## config.mk

```make
export PLATFORM = sky130hd
export DESIGN_NAME = speaker_arbiter
export DESIGN_NICKNAME = d
export VERILOG_FILES = /design/src/rtl/speaker_arb_pkg.sv /design/src/rtl/speaker_frame_timer.sv /design/src/rtl/speaker_arbiter.sv
export SDC_FILE = /design/constraint.sdc
export NUM_CORES = 1
export LEC_CHECK = 0
export BUFFER_PORTS_ARGS = -buffer_cell sky130_fd_sc_hd__buf_2
export CORE_MARGIN = 2
export CORE_UTILIZATION = 50
export DETAILED_ROUTE_END_ITERATION = 16
export PLACE_DENSITY = 0.82
export SLEW_MARGIN = 20
export SYNTH_ARGS = -nofsm -noshare
export SYNTH_HDL_FRONTEND = slang
export SYNTH_SLANG_ARGS = --single-unit
```

## constraint.sdc

```tcl
create_clock -name clk -period 6.65 [get_ports clk]
set_input_delay 1.33 -clock clk [delete_from_list [all_inputs] [get_ports clk]]
set_output_delay 1.33 -clock clk [all_outputs]
set_load 0.005 [all_outputs]
```

## src/rtl/speaker_arb_pkg.sv

```systemverilog
// speaker_arb_pkg
// Shared types and helpers for the speaker arbiter.
//   SAMPLE_W    : width of one audio sample (signed, two's complement)
//   MAX_REQ     : widest request vector the winner helper accepts
//   state_t     : arbiter states IDLE / PLAY / MUTE
//   winner_t    : {valid, idx} result of the priority pick
//   pick_winner : lowest set index of a request vector (index 0 wins)
package speaker_arb_pkg;

  localparam int unsigned SAMPLE_W = 16;
  localparam int unsigned MAX_REQ  = 32;

  typedef enum logic [1:0] {
    IDLE = 2'd0,
    PLAY = 2'd1,
    MUTE = 2'd2
  } state_t;

  typedef struct packed {
    logic       valid;
    logic [4:0] idx;
  } winner_t;

  function automatic winner_t pick_winner(input logic [MAX_REQ-1:0] req);
    winner_t w;
    w = '0;
    for (int unsigned i = 0; i < MAX_REQ; i++) begin
      if (req[i] && !w.valid) begin
        w.valid = 1'b1;
        w.idx   = i[4:0];
      end
    end
    return w;
  endfunction

endpackage

```

## src/rtl/speaker_frame_timer.sv

```systemverilog
// speaker_frame_timer
// Free-running frame counter, kept in lock-step with the I2S speaker
// controller's counter (same clock, same reset).
//   clk        : system clock
//   rst        : asynchronous, active-high reset (counter restarts at 0)
//   frame_tick : one-cycle pulse on the last clk of each frame
module speaker_frame_timer #(
  parameter int unsigned FRAME_CYCLES = 512
) (
  input  logic clk,
  input  logic rst,
  output logic frame_tick
);

  localparam int unsigned CW = $clog2(FRAME_CYCLES);

  logic [CW-1:0] r_count;

  always_ff @(posedge clk or posedge rst) begin
    if (rst) begin
      r_count <= '0;
    end else begin
      r_count <= r_count + 1'b1;
    end
  end

  assign frame_tick = (r_count == CW'(FRAME_CYCLES - 1));

endmodule

```

## src/rtl/speaker_arbiter.sv

```systemverilog
// speaker_arbiter
// Fixed-priority owner selection for the single stereo speaker path, with a
// minimum hold time and a muted gap on every owner change. All grant and
// sample updates happen on frame_tick so they line up with frame boundaries.
// Optional build macro: SPEAKER_ARB_VOLUME_EN adds a 3-bit vol input that
// arithmetically right-shifts the owner's samples.
//   clk, rst              : clock, asynchronous active-high reset
//   req[NUM_REQ]          : request levels, sampled on frame_tick only
//   src_left/src_right    : flattened 16-bit samples, source i at [16i+15:16i]
//   vol[3] (optional)     : attenuation shift, sampled with the sample
//   grant[NUM_REQ]        : one-hot owner, zero when no owner
//   busy                  : high in PLAY or MUTE
//   frame_tick            : pulse on the last clk of each frame
//   audio_left/right      : samples to the speaker controller
module speaker_arbiter
  import speaker_arb_pkg::*;
#(
  parameter int unsigned NUM_REQ         = 4,
  parameter int unsigned FRAME_CYCLES    = 512,
  parameter int unsigned MIN_HOLD_FRAMES = 64,
  parameter int unsigned GAP_FRAMES      = 2
) (
  input  logic                          clk,
  input  logic                          rst,
  input  logic [NUM_REQ-1:0]            req,
  input  logic [SAMPLE_W*NUM_REQ-1:0]   src_left,
  input  logic [SAMPLE_W*NUM_REQ-1:0]   src_right,
`ifdef SPEAKER_ARB_VOLUME_EN
  input  logic [2:0]                    vol,
`endif
  output logic [NUM_REQ-1:0]            grant,
  output logic                          busy,
  output logic                          frame_tick,
  output logic [SAMPLE_W-1:0]           audio_left,
  output logic [SAMPLE_W-1:0]           audio_right
);

  localparam int unsigned OW = (NUM_REQ > 1) ? $clog2(NUM_REQ) : 1;
  localparam int unsigned HW = (MIN_HOLD_FRAMES > 0) ? $clog2(MIN_HOLD_FRAMES + 1) : 1;
  localparam int unsigned GW = $clog2(GAP_FRAMES + 1);

  state_t               r_state;
  logic [OW-1:0]        r_owner;
  logic [HW-1:0]        r_hold;
  logic [GW-1:0]        r_gap;
  logic [NUM_REQ-1:0]   r_grant;
  logic [SAMPLE_W-1:0]  r_left;
  logic [SAMPLE_W-1:0]  r_right;

  logic                 w_tick;
  logic [MAX_REQ-1:0]   w_req_ext;
  winner_t              w_win;
  logic [OW-1:0]        w_win_idx;
  logic [NUM_REQ-1:0]   w_win_onehot;
  logic [SAMPLE_W-1:0]  w_src_l [NUM_REQ];
  logic [SAMPLE_W-1:0]  w_src_r [NUM_REQ];
  logic [SAMPLE_W-1:0]  w_new_l, w_new_r, w_own_l, w_own_r;
  logic                 w_release;

`ifdef SPEAKER_ARB_VOLUME_EN
  function automatic logic [SAMPLE_W-1:0] attenuate(input logic [SAMPLE_W-1:0] s);
    return $signed(s) >>> vol;
  endfunction
`else
  function automatic logic [SAMPLE_W-1:0] attenuate(input logic [SAMPLE_W-1:0] s);
    return s;
  endfunction
`endif

  speaker_frame_timer #(
    .FRAME_CYCLES(FRAME_CYCLES)
  ) u_timer (
    .clk       (clk),
    .rst       (rst),
    .frame_tick(w_tick)
  );

  always_comb begin
    w_req_ext = '0;
    w_req_ext[NUM_REQ-1:0] = req;
    w_win = pick_winner(w_req_ext);
  end

  assign w_win_idx    = OW'(w_win.idx);
  assign w_win_onehot = NUM_REQ'(1) << w_win_idx;

  always_comb begin
    for (int unsigned i = 0; i < NUM_REQ; i++) begin
      w_src_l[i] = src_left[i*SAMPLE_W +: SAMPLE_W];
      w_src_r[i] = src_right[i*SAMPLE_W +: SAMPLE_W];
    end
  end

  assign w_new_l = attenuate(w_src_l[w_win_idx]);
  assign w_new_r = attenuate(w_src_r[w_win_idx]);
  assign w_own_l = attenuate(w_src_l[r_owner]);
  assign w_own_r = attenuate(w_src_r[r_owner]);

  // Owner drop always wins over preemption; both take the same muted exit.
  assign w_release = !req[r_owner] ||
                     (w_win.valid && (w_win_idx < r_owner) && (r_hold == '0));

  always_ff @(posedge clk or posedge rst) begin
    if (rst) begin
      r_state <= IDLE;
      r_owner <= '0;
      r_hold  <= '0;
      r_gap   <= '0;
      r_grant <= '0;
      r_left  <= '0;
      r_right <= '0;
    end else if (w_tick) begin
      case (r_state)
        IDLE: begin
          if (w_win.valid) begin
            r_state <= PLAY;
            r_owner <= w_win_idx;
            r_grant <= w_win_onehot;
            r_hold  <= HW'(MIN_HOLD_FRAMES);
            r_left  <= w_new_l;
            r_right <= w_new_r;
          end
        end
        PLAY: begin
          if (r_hold != '0) begin
            r_hold <= r_hold - 1'b1;
          end
          if (w_release) begin
            r_state <= MUTE;
            r_grant <= '0;
            r_left  <= '0;
            r_right <= '0;
            r_gap   <= GW'(GAP_FRAMES - 1);
          end else begin
            r_left  <= w_own_l;
            r_right <= w_own_r;
          end
        end
        MUTE: begin
          if (r_gap != '0) begin
            r_gap <= r_gap - 1'b1;
          end else if (w_win.valid) begin
            r_state <= PLAY;
            r_owner <= w_win_idx;
            r_grant <= w_win_onehot;
            r_hold  <= HW'(MIN_HOLD_FRAMES);
            r_left  <= w_new_l;
            r_right <= w_new_r;
          end else begin
            r_state <= IDLE;
          end
        end
        default: r_state <= IDLE;
      endcase
    end
  end

  assign grant       = r_grant;
  assign busy        = (r_state != IDLE);
  assign frame_tick  = w_tick;
  assign audio_left  = r_left;
  assign audio_right = r_right;

endmodule

```

==> results of run 1 <==
-- layer usage --
metal | global-route usage | vias to the layer above
met5 | 0 | -
met4 | 0.117 | 0
met3 | 0.0683 | 34
met2 | 0.476 | 282
met1 | 0.339 | 2092
li1 | - | 1959
-- final cells by class --
class	count	area [µm²]	area share
inverters	10	37.5	0.00709
clock inverters	3	15.0	0.00284
multi-input cells	311	2600	0.492
flip-flops and latches	58	1450	0.274
diodes	1	2.50	0.000473
repair buffers	177	901	0.170
clock buffers	13	149	0.0281
well taps	105	131	0.0248
-- where the power goes --
group | switching, W | internal (W)
logic | 0.0000980 | 0.000107
clock network | 0.000134 | 0.000144
registers | 0.0000141 | 0.000366
total | 0.000246 | 0.000617
-- state kept, by name (all words and copies together) (netlist names) --
name and count:
u_timer.r_count 9, audio_left 16, audio_right 16, r_owner 2, r_hold 7, r_gap 2, r_state 2, grant 4
-- kinds of logic after synthesis --
logic type,synth area share
and+or+nand+nor,0.131
adders and majority gates,0.0146
muxes,0.182
AOI/OAI and AO/OA,0.258
DFF,0.339
xor gates and xnor gates,0.0205
buffers and inverters,0.0544
-- cell usage in the layout (no fill, tap or decap), types with 4 or more instances in the layout --
| cell type | count |
|---|---|
| a31oi_1 | 16 |
| a221oi_1 | 16 |
| a22o_1 | 18 |
| inv_1 | 9 |
| nor2_1 | 47 |
| clkbuf_8 | 10 |
| a222oi_1 | 15 |
| dfrtp_1 | 57 |
| ha_1 | 5 |
| nor2b_1 | 15 |
| a22oi_1 | 14 |
| nand2_1 | 25 |
| xor2_1 | 7 |
| a21oi_1 | 19 |
| buf_4 | 6 |
| o31ai_1 | 16 |
| a32o_1 | 4 |
| nand3_1 | 4 |
| buf_2 | 171 |
| o21ai_0 | 22 |
| mux4_2 | 33 |
-- critical path, stage by stage --
cell      delay (ps)
buf_2            760
nor3_1           200
ha_1             370
o311ai_2         120
a41oi_4          830
nand2b_4         320
mux2_1           330
-- cell usage after synthesis (10+ instances only) --
master,instances,share of area
inv_1,10,0.0088
a21oi_1,19,0.022
a221oi_1,16,0.033
clkbuf_1,15,0.013
nand2_1,25,0.022
nor2b_1,16,0.023
dfrtp_1,58,0.34
a222oi_1,15,0.035
mux4_2,33,0.17
buf_2,17,0.020
nor2_1,47,0.041
a22o_1,18,0.037
a31oi_1,16,0.023
o31ai_1,16,0.028
a22oi_1,14,0.025
o21ai_0,22,0.026
-- stage by stage --
stage	worst slack [ps]	power (W)	hold WS [ps]	area (µm²)	utilization
2_1_floorplan	3530	0.000503	422	4280	-
3_3_place_gp	2470	0.000581	436	5120	0.620
3_5_place_dp	2310	0.000588	441	5120	0.620
4_1_cts	2640	0.000866	449	5280	0.640
5_1_grt	2490	0.000909	456	5290	0.641
6_report	2600	0.000863	445	5290	0.641
-- path summary, 6_finish.rpt --
path                       cells after the start  slack [ps]                      endpoint                          from
setup / recovery                               7        2600          grant[0]$_DFFE_PP0P_                        req[1]
hold / removal                                 1         450  u_timer.r_count[0]$_DFF_PP0_  u_timer.r_count[0]$_DFF_PP0_
setup reg to reg                               6        3480          grant[0]$_DFFE_PP0P_        r_owner[1]$_DFFE_PP0P_
hold reg to reg                                1         450  u_timer.r_count[0]$_DFF_PP0_  u_timer.r_count[0]$_DFF_PP0_
max in group asynchronous                      3        4800        r_owner[0]$_DFFE_PP0P_                           rst
min in group asynchronous                      2         960    audio_left[10]$_DFFE_PP0P_                           rst
==> results.md, run 1 <==
- Status: finished, final reports clean
- DR DRC count: 0
- Placed Instances: 661
- Layout Skew: 6.58 ps
- CTS tree: built
- Share of cells above drive strength 1: 0.418
- Post-CTS Resized: 0
- Die ar.: 0.00931 mm²
- Slew margin rel.: 0.272
- CTS Hold Bufs: 0
- First drt pass iteration count: 6
- Met1 WL: 4.89 mm
- Routability congestion estimate: 0.810
- Final Hold Vio Count: 0
- EDFF count, synth: 0
- Total wire length: 13.0 mm
- Wire per inst: 19.2 µm
- Drt initial violations: 301
- Synth Area per Inst: 10.2 µm²
- Largest net degree at the start of global routing: 70
- Hold WC Path Type: reg2reg
- WL met3: 1.36 mm
- Worst skew pair latency: 330 ps
- CP arrival: 4270 ps
- Die W: 96.5 µm
- CTS HTree Levels: 3
- Finish-stage setup viols: 0
- Final TNS setup: 0 ps
- Port buffer count: 171
- FFs w/ async S/R, synth: 1.00
- #FFs+latches synth: 58
- Post-CTS setup buffers: 0
- Nets@finish: 706
- DR top layer: met4
- Sequential area share after synthesis: 0.339
- Root buffer cell: clkbuf_8
- FILL cells: 706
- Clock Path Buffers: 2
- CTS Buf Count: 9
- Worst-path fanout max: 56
- Die Y: 96.5 µm
- Yosys warning total: 0
- Core ar.: 0.00826 mm²
- Synth Cell Area: 0.00428 mm²
- Vias per cell: 6.44
- RSZ-0062 raised after global routing: no
- Via count: 4367
- Worst-path clk slew: 60 ps
- Power per cell area: 163 mW/mm²
- Ports: 172
- Crit path kind: in2reg
- Starting Density: 0.518
- Total track usage: 0.279
- Syn_nets: 559
- Post-Syn Instances: 420
- Worst slew pin tran: 1090 ps
- CP endpoint kind: flop
- CP Launch Type: primary input
- Total leakage power: 2.41 nW
- Distinct cells, synth: 50
- CP required: 6870 ps
- Max-cap viol count: 0
- Max Freq: 0.247 GHz
- Period utilization: 0.610
- Initial antenna violation count: 1
- Area delta synth->final: 23.8%
- Final period demand of the worst path: 4050 ps
- Number of global-route vias before repair: 4275
- Gr ovfl total: 0
- Max Slew Vio Count: 0
- Post-DP HPWL: 9.25 mm
- Peak supply drop: 101 µV
- Routed length on met2: 6.43 mm
- Post-route ant nets: 0
- Clk sinks: 58
- # rows: 33
- First-pass GRT wire length: 19.9 mm
- Post-Layout Cell Count: 678
- Synth Flop Type: dfrtp_1
No activity file was read; power rests on OpenSTA's default activity.
==> inputs of run 2 (changes only) <==
Settings changed: CORE_UTILIZATION 50 to 45, PLACE_DENSITY 0.82 to 0.78.
Clock period 6.65 ns to 3.4 ns, I/O delays scaled along.
==> results.md, run 2 (synthesized netlist as in run 1, its figures left out) <==
- Root buffer cell: clkbuf_8
- Share of cells above drive strength 1: 0.430 (+0.0117)
- Crit path max-delay family: simple AND/OR/NAND/NOR gates
- Worst-case reg-to-reg path depth: 10 (+4)
- Worst-path cell chain: ha_1 > nand3_1 > nor2_1 > ha_1 > inv_1 > or4_4 > nand2_2 > buf_4 > nand4_1 > a21o_1
- Wire per inst: 18.3 µm (-4.6%)
- RSZ-0062 raised after global routing: no
- CP arrival: 2880 ps (-1390 ps)
- Crit path kind: reg2reg
- Multi-input logic area: 0.00259 mm² (-0.48%)
- Pwr Total: 0.00177 W (+100%)
- Post-DP HPWL: 9.52 mm (+3.0%)
- Post-CTS Resized: 0 (unchanged)
- Worst-path clk slew: 70 ps (about the same)
- Worst-path fanout max: 25 (-55%)
- Total track usage: 0.250 (-0.0293)
- Starting Density: 0.463 (-0.0550)
- DR DRC count: 0 (unchanged)
- Commonest cells after routing, fill and taps aside: 171 x buf_2, 57 x dfrtp_1, 47 x nor2_1, 33 x mux4_2, 25 x nand2_1
- Nets@finish: 716 (+1.4%)
- Ports: 172 (unchanged)
- Finish-stage setup viols: 0 (unchanged)
- Worst r2r dst: r_hold[6]$_DFFE_PP0P_
- Status: finished, final reports clean
- Slowest cell on crit path: or4_4
- Max Slew Vio Count: 0 (unchanged)
- Gr ovfl total: 0 (unchanged)
- Final instance area: 0.00542 mm² (+2.3%)
- # rows: 35 (+6.1%)
- CP required: 3630 ps (-3240 ps)
- Worst slew pin tran: 813 ps (-274 ps)
- Area delta synth->final: 26.7%
- Buffers and inverters on the worst path: 2 (+1)
- CTS HTree Levels: 3 (unchanged)
- Core ar.: 0.00924 mm² (+12%)
- Final Core Density: 0.586 (-0.0549)
- Most common cell after layout, fill and taps aside: buf_2
- Drt initial violations: 318 (+5.6%)
- Via count: 4403 (+0.82%)
- Die W: 101 µm (+5.2%)
- Layout Skew: 4.13 ps (-2.45 ps)
- Worst skew pair latency: 330 ps (about the same)
- First drt pass iteration count: 6 (unchanged)
- CP Launch Type: flop
- Routability congestion estimate: 0.869 (+7.3%)
- Post-route ant nets: 0 (unchanged)
- Total wire length: 13.0 mm (+0.18%)
- Die ar.: 0.0103 mm² (+11%)
- R2R setup slack: 750 ps (-2730 ps)
- Power per cell area: 326 mW/mm² (+100%)
- Post-CTS setup buffers: 0 (unchanged)
- Hold WC Path Type: in2async
- CTS Buf Count: 9 (unchanged)
- CTS tree: built
- Final period demand of the worst path: 2650 ps
- Largest net degree at the start of global routing: 33 (-53%)
- Reg area: 0.00145 mm² (unchanged)
- CP Launch Point: u_timer.r_count[0]$_DFF_PP0_
- Clock Path Buffers: 2 (unchanged)
- Slowest stage delay, CP: 550 ps (-280 ps)
- Final Hold Vio Count: 0 (unchanged)
- Port buffer count: 171 (unchanged)
- Initial antenna violation count: 0 (-1)
- First-pass GRT wire length: 20.5 mm (+2.6%)
- R2r startpoint: u_timer.r_count[0]$_DFF_PP0_
- Number of global-route vias before repair: 4403 (+3.0%)
- Period utilization: 0.779
- CP dominant cell by count: ha_1
- Slew margin rel.: 0.456 (+0.184)
- Dpl cell area: 0.00522 mm² (+2.0%)
- Vias per cell: 6.18 (-4.0%)
- Die Y: 101 µm (+5.2%)
- CP endpoint kind: flop
- Peak supply drop: 193 µV (+91%)
- Max Freq: 0.377 GHz
- CTS Hold Bufs: 0 (unchanged)
- Fin Hold WS: 416 ps (-29.1 ps)
- FILL cells: 786 (+11%)
- Final TNS setup: 0 ps (unchanged)
- Max-cap viol count: 0 (unchanged)
- Clk sinks: 58 (unchanged)
- Total leakage power: 2.46 nW (+2.0%)
==> run 2: through the flow <==
| stage | setup slack [ps] | std cells |
|---|---|---|
| after floorplan | 929 | 420 |
| after detailed placement | 469 | 695 |
| final | 750 | 712 |
| after global placement | 533 | 695 |
| after global routing | 531 | 711 |
| after CTS | 733 | 711 |
==> run 2: layout make-up <==
| cell class | instances | area share |
|---|---|---|
| clock buffers | 9 | 0.0229 |
| diodes | 1 | 0.000462 |
| flip-flops and latches | 58 | 0.268 |
| multi-input cells | 311 | 0.479 |
| inverters | 10 | 0.00693 |
| repair buffers | 187 | 0.180 |
| clock inverters | 7 | 0.0129 |
| well taps | 129 | 0.0298 |
==> run 2: power breakdown <==
group | switching, W | internal (W) | total [W]
registers | 0.0000224 | 0.000715 | 0.000737
logic | 0.000196 | 0.000214 | 0.000410
clock network | 0.000285 | 0.000335 | 0.000620
total | 0.000504 | 0.00126 | 0.00177
==> run 2: worst max-delay path by stage <==
stage                                        to  slack [ps]  cells past startpoint
final                     r_hold[6]$_DFFE_PP0P_         750                     10
after CTS                 r_hold[6]$_DFFE_PP0P_         730                     10
after floorplan            grant[0]$_DFFE_PP0P_         930                      8
after global placement     grant[0]$_DFFE_PP0P_         530                      8
after global routing      r_hold[6]$_DFFE_PP0P_         530                     10
after detailed placement   grant[0]$_DFFE_PP0P_         470                      8
==> run 2: routing by layer <==
metal / track usage / up-vias / wire length, µm
li1: - / 1982 / -
met1: 0.317 / 2106 / 5090
met2: 0.413 / 290 / 6310
met3: 0.0573 / 25 / 1400
met4: 0.108 / 0 / 217
met5: 0 / - / 0
==> inputs of run 3 (changes only) <==
Settings changed: CORE_UTILIZATION 45 to 50, PLACE_DENSITY 0.78 to 0.82.
Clock period 3.4 ns to 2.7 ns, I/O delays scaled along.
==> results.md, run 3 (synthesized netlist as in run 1, its figures left out) <==
- Status: finished, final reports clean
- Port buffer count: 171 (unchanged)
- Vias per cell: 6.35 (+2.6%)
- R2r startpoint: u_timer.r_count[0]$_DFF_PP0_
- Slowest cell on crit path: or4_4
- R2R setup slack: 230 ps (-520 ps)
- Die W: 96.5 µm (-4.9%)
- Clk sinks: 58 (unchanged)
- Total wire length: 13.1 mm (+0.45%)
- Worst-path fanout max: 31 (+24%)
- Worst-case reg-to-reg path depth: 10 (unchanged)
- Starting Density: 0.518 (+0.0550)
- Nets@finish: 721 (+0.70%)
- Routability congestion estimate: 0.789 (-9.2%)
- Period utilization: 0.916 (+0.137)
- Clock Path Buffers: 2 (unchanged)
- Die ar.: 0.00931 mm² (-9.6%)
- Max-cap viol count: 0 (unchanged)
- Worst slew pin tran: 1120 ps (+306 ps)
- Post-DP HPWL: 9.78 mm (+2.7%)
- Final Hold Vio Count: 0 (unchanged)
- Crit path max-delay family: simple AND/OR/NAND/NOR gates
- Final period demand of the worst path: 2470 ps (-176 ps)
- First drt pass iteration count: 8 (+2)
- Post-CTS Resized: 0 (unchanged)
- CP Launch Type: flop
- CTS Buf Count: 9 (unchanged)
- Setup crit end: audio_left[7]$_DFFE_PP0P_
- Final TNS setup: 0 ps (unchanged)
- Total leakage power: 2.53 nW (+3.1%)
- Drt initial violations: 283 (-11%)
- DR DRC count: 0 (unchanged)
- Place WS: 236 ps (-233 ps)
- Fin Hold WS: 282 ps (-134 ps)
- Gr ovfl total: 0 (unchanged)
- Finish-stage setup viols: 0 (unchanged)
- Via count: 4392 (-0.25%)
- CP Launch Point: u_timer.r_count[0]$_DFF_PP0_
- Worst-path cell chain: ha_1 > nand3_1 > nor2_1 > ha_1 > inv_1 > or4_4 > nand2_2 > buf_4 > nor2_1 > a31oi_1
- CTS tree: built
- Commonest cells after routing, fill and taps aside: 171 x buf_2, 57 x dfrtp_1, 47 x nor2_1, 33 x mux4_2, 25 x nand2_1
- CP required: 2940 ps (-690 ps)
- Max Freq: 0.404 GHz (+7.1%)
- Area delta synth->final: 28.8%
- Ports: 172 (unchanged)
- CP arrival: 2720 ps (-160 ps)
- Wire per inst: 18.9 µm (+3.4%)
- Slowest stage delay, CP: 550 ps (about the same)
- Total track usage: 0.270 (+0.0199)
- # rows: 33 (-5.7%)
- CP endpoint kind: flop
- Die Y: 96.5 µm (-4.9%)
- Initial antenna violation count: 0 (unchanged)
- Pwr Total: 0.00245 W (+39%)
- Setup WS post-layout: 226 ps (-524 ps)
- Core ar.: 0.00826 mm² (-11%)
- Number of global-route vias before repair: 4031 (-8.4%)
- Peak supply drop: 227 µV (+18%)
- First-pass GRT wire length: 19.3 mm (-5.7%)
- Post-route ant nets: 0 (unchanged)
- # diodes: 0 (-1)
- Post-CTS setup buffers: 0 (unchanged)
- Buffers and inverters on the worst path: 2 (unchanged)
- CTS Hold Bufs: 0 (unchanged)
- Root buffer cell: clkbuf_8
- Worst skew pair latency: 330 ps (about the same)
- Crit path kind: reg2reg
- RSZ-0062 raised after global routing: no
- Hold WC Path Type: in2async
- Max Slew Vio Count: 0 (unchanged)
- Largest net degree at the start of global routing: 38 (+15%)
- Worst r2r dst: audio_left[7]$_DFFE_PP0P_
- CP Depth: 10 (unchanged)
- CTS HTree Levels: 3 (unchanged)
- Slew margin rel.: 0.252 (-0.204)
- Share of cells above drive strength 1: 0.436 (+0.00656)
- Most common cell after layout, fill and taps aside: buf_2
- Worst-path clk slew: 60 ps (about the same)
- Layout Skew: 9.32 ps (+5.19 ps)
- Power per cell area: 445 mW/mm² (+36%)
run 3: how the worst min path moves through the flow:
stage                                            start                      endpoint  slack (ps)  depth (start not counted)
after floorplan           u_timer.r_count[0]$_DFF_PP0_  u_timer.r_count[0]$_DFF_PP0_         420                          1
after global routing                               rst     audio_left[8]$_DFFE_PP0P_         340                          2
after detailed placement  u_timer.r_count[0]$_DFF_PP0_  u_timer.r_count[0]$_DFF_PP0_         450                          1
final                                              rst     audio_left[8]$_DFFE_PP0P_         280                          2
after global placement    u_timer.r_count[0]$_DFF_PP0_  u_timer.r_count[0]$_DFF_PP0_         440                          1
after CTS                                          rst          grant[1]$_DFFE_PP0P_         290                          2
run 3: through the flow:
| stage | instance area, µm² | instances | utilization |
|---|---|---|---|
| after floorplan | 4280 | 420 | - |
| after global routing | 5510 | 692 | 0.667 |
| after global placement | 5260 | 676 | 0.637 |
| final | 5510 | 692 | 0.667 |
| after detailed placement | 5260 | 676 | 0.637 |
| after CTS | 5510 | 692 | 0.667 |
run 3: cell type report:
| cell class | count | area [µm²] |
|---|---|---|
| clock buffer | 11 | 151 |
| fill | 687 | 2750 |
| inverter | 10 | 37.5 |
| multi-input combinational | 311 | 2600 |
| tap | 105 | 131 |
| sequential | 58 | 1450 |
| timing repair buffer | 192 | 1040 |
| clock inverter | 5 | 100 |
run 3: routing by layer:
layer  track usage  vias to the layer above  routed length, µm
met5             0                        -                  0
met4         0.109                        0                174
met3        0.0465                       16               1220
met2         0.466                      258               6680
met1         0.337                     2135               5010
li1              -                     1983                  -
run 3: worst reg2reg max path, stage by stage (launching register included):
cell and delay [ps]:
dfrtp_1 370, ha_1 230, nand3_1 90, nor2_1 100, ha_1 240, inv_1 90, or4_4 550, nand2_2 150
buf_4 320, nor2_1 80, a31oi_1 170
run 3: where the power goes:
part           total, W  internal [W]  switching, W  leakage (nW)
Sequential     0.000927      0.000901     0.0000268         0.723
Clock           0.00100      0.000660      0.000340         0.129
Combinational  0.000522      0.000275      0.000247          1.68
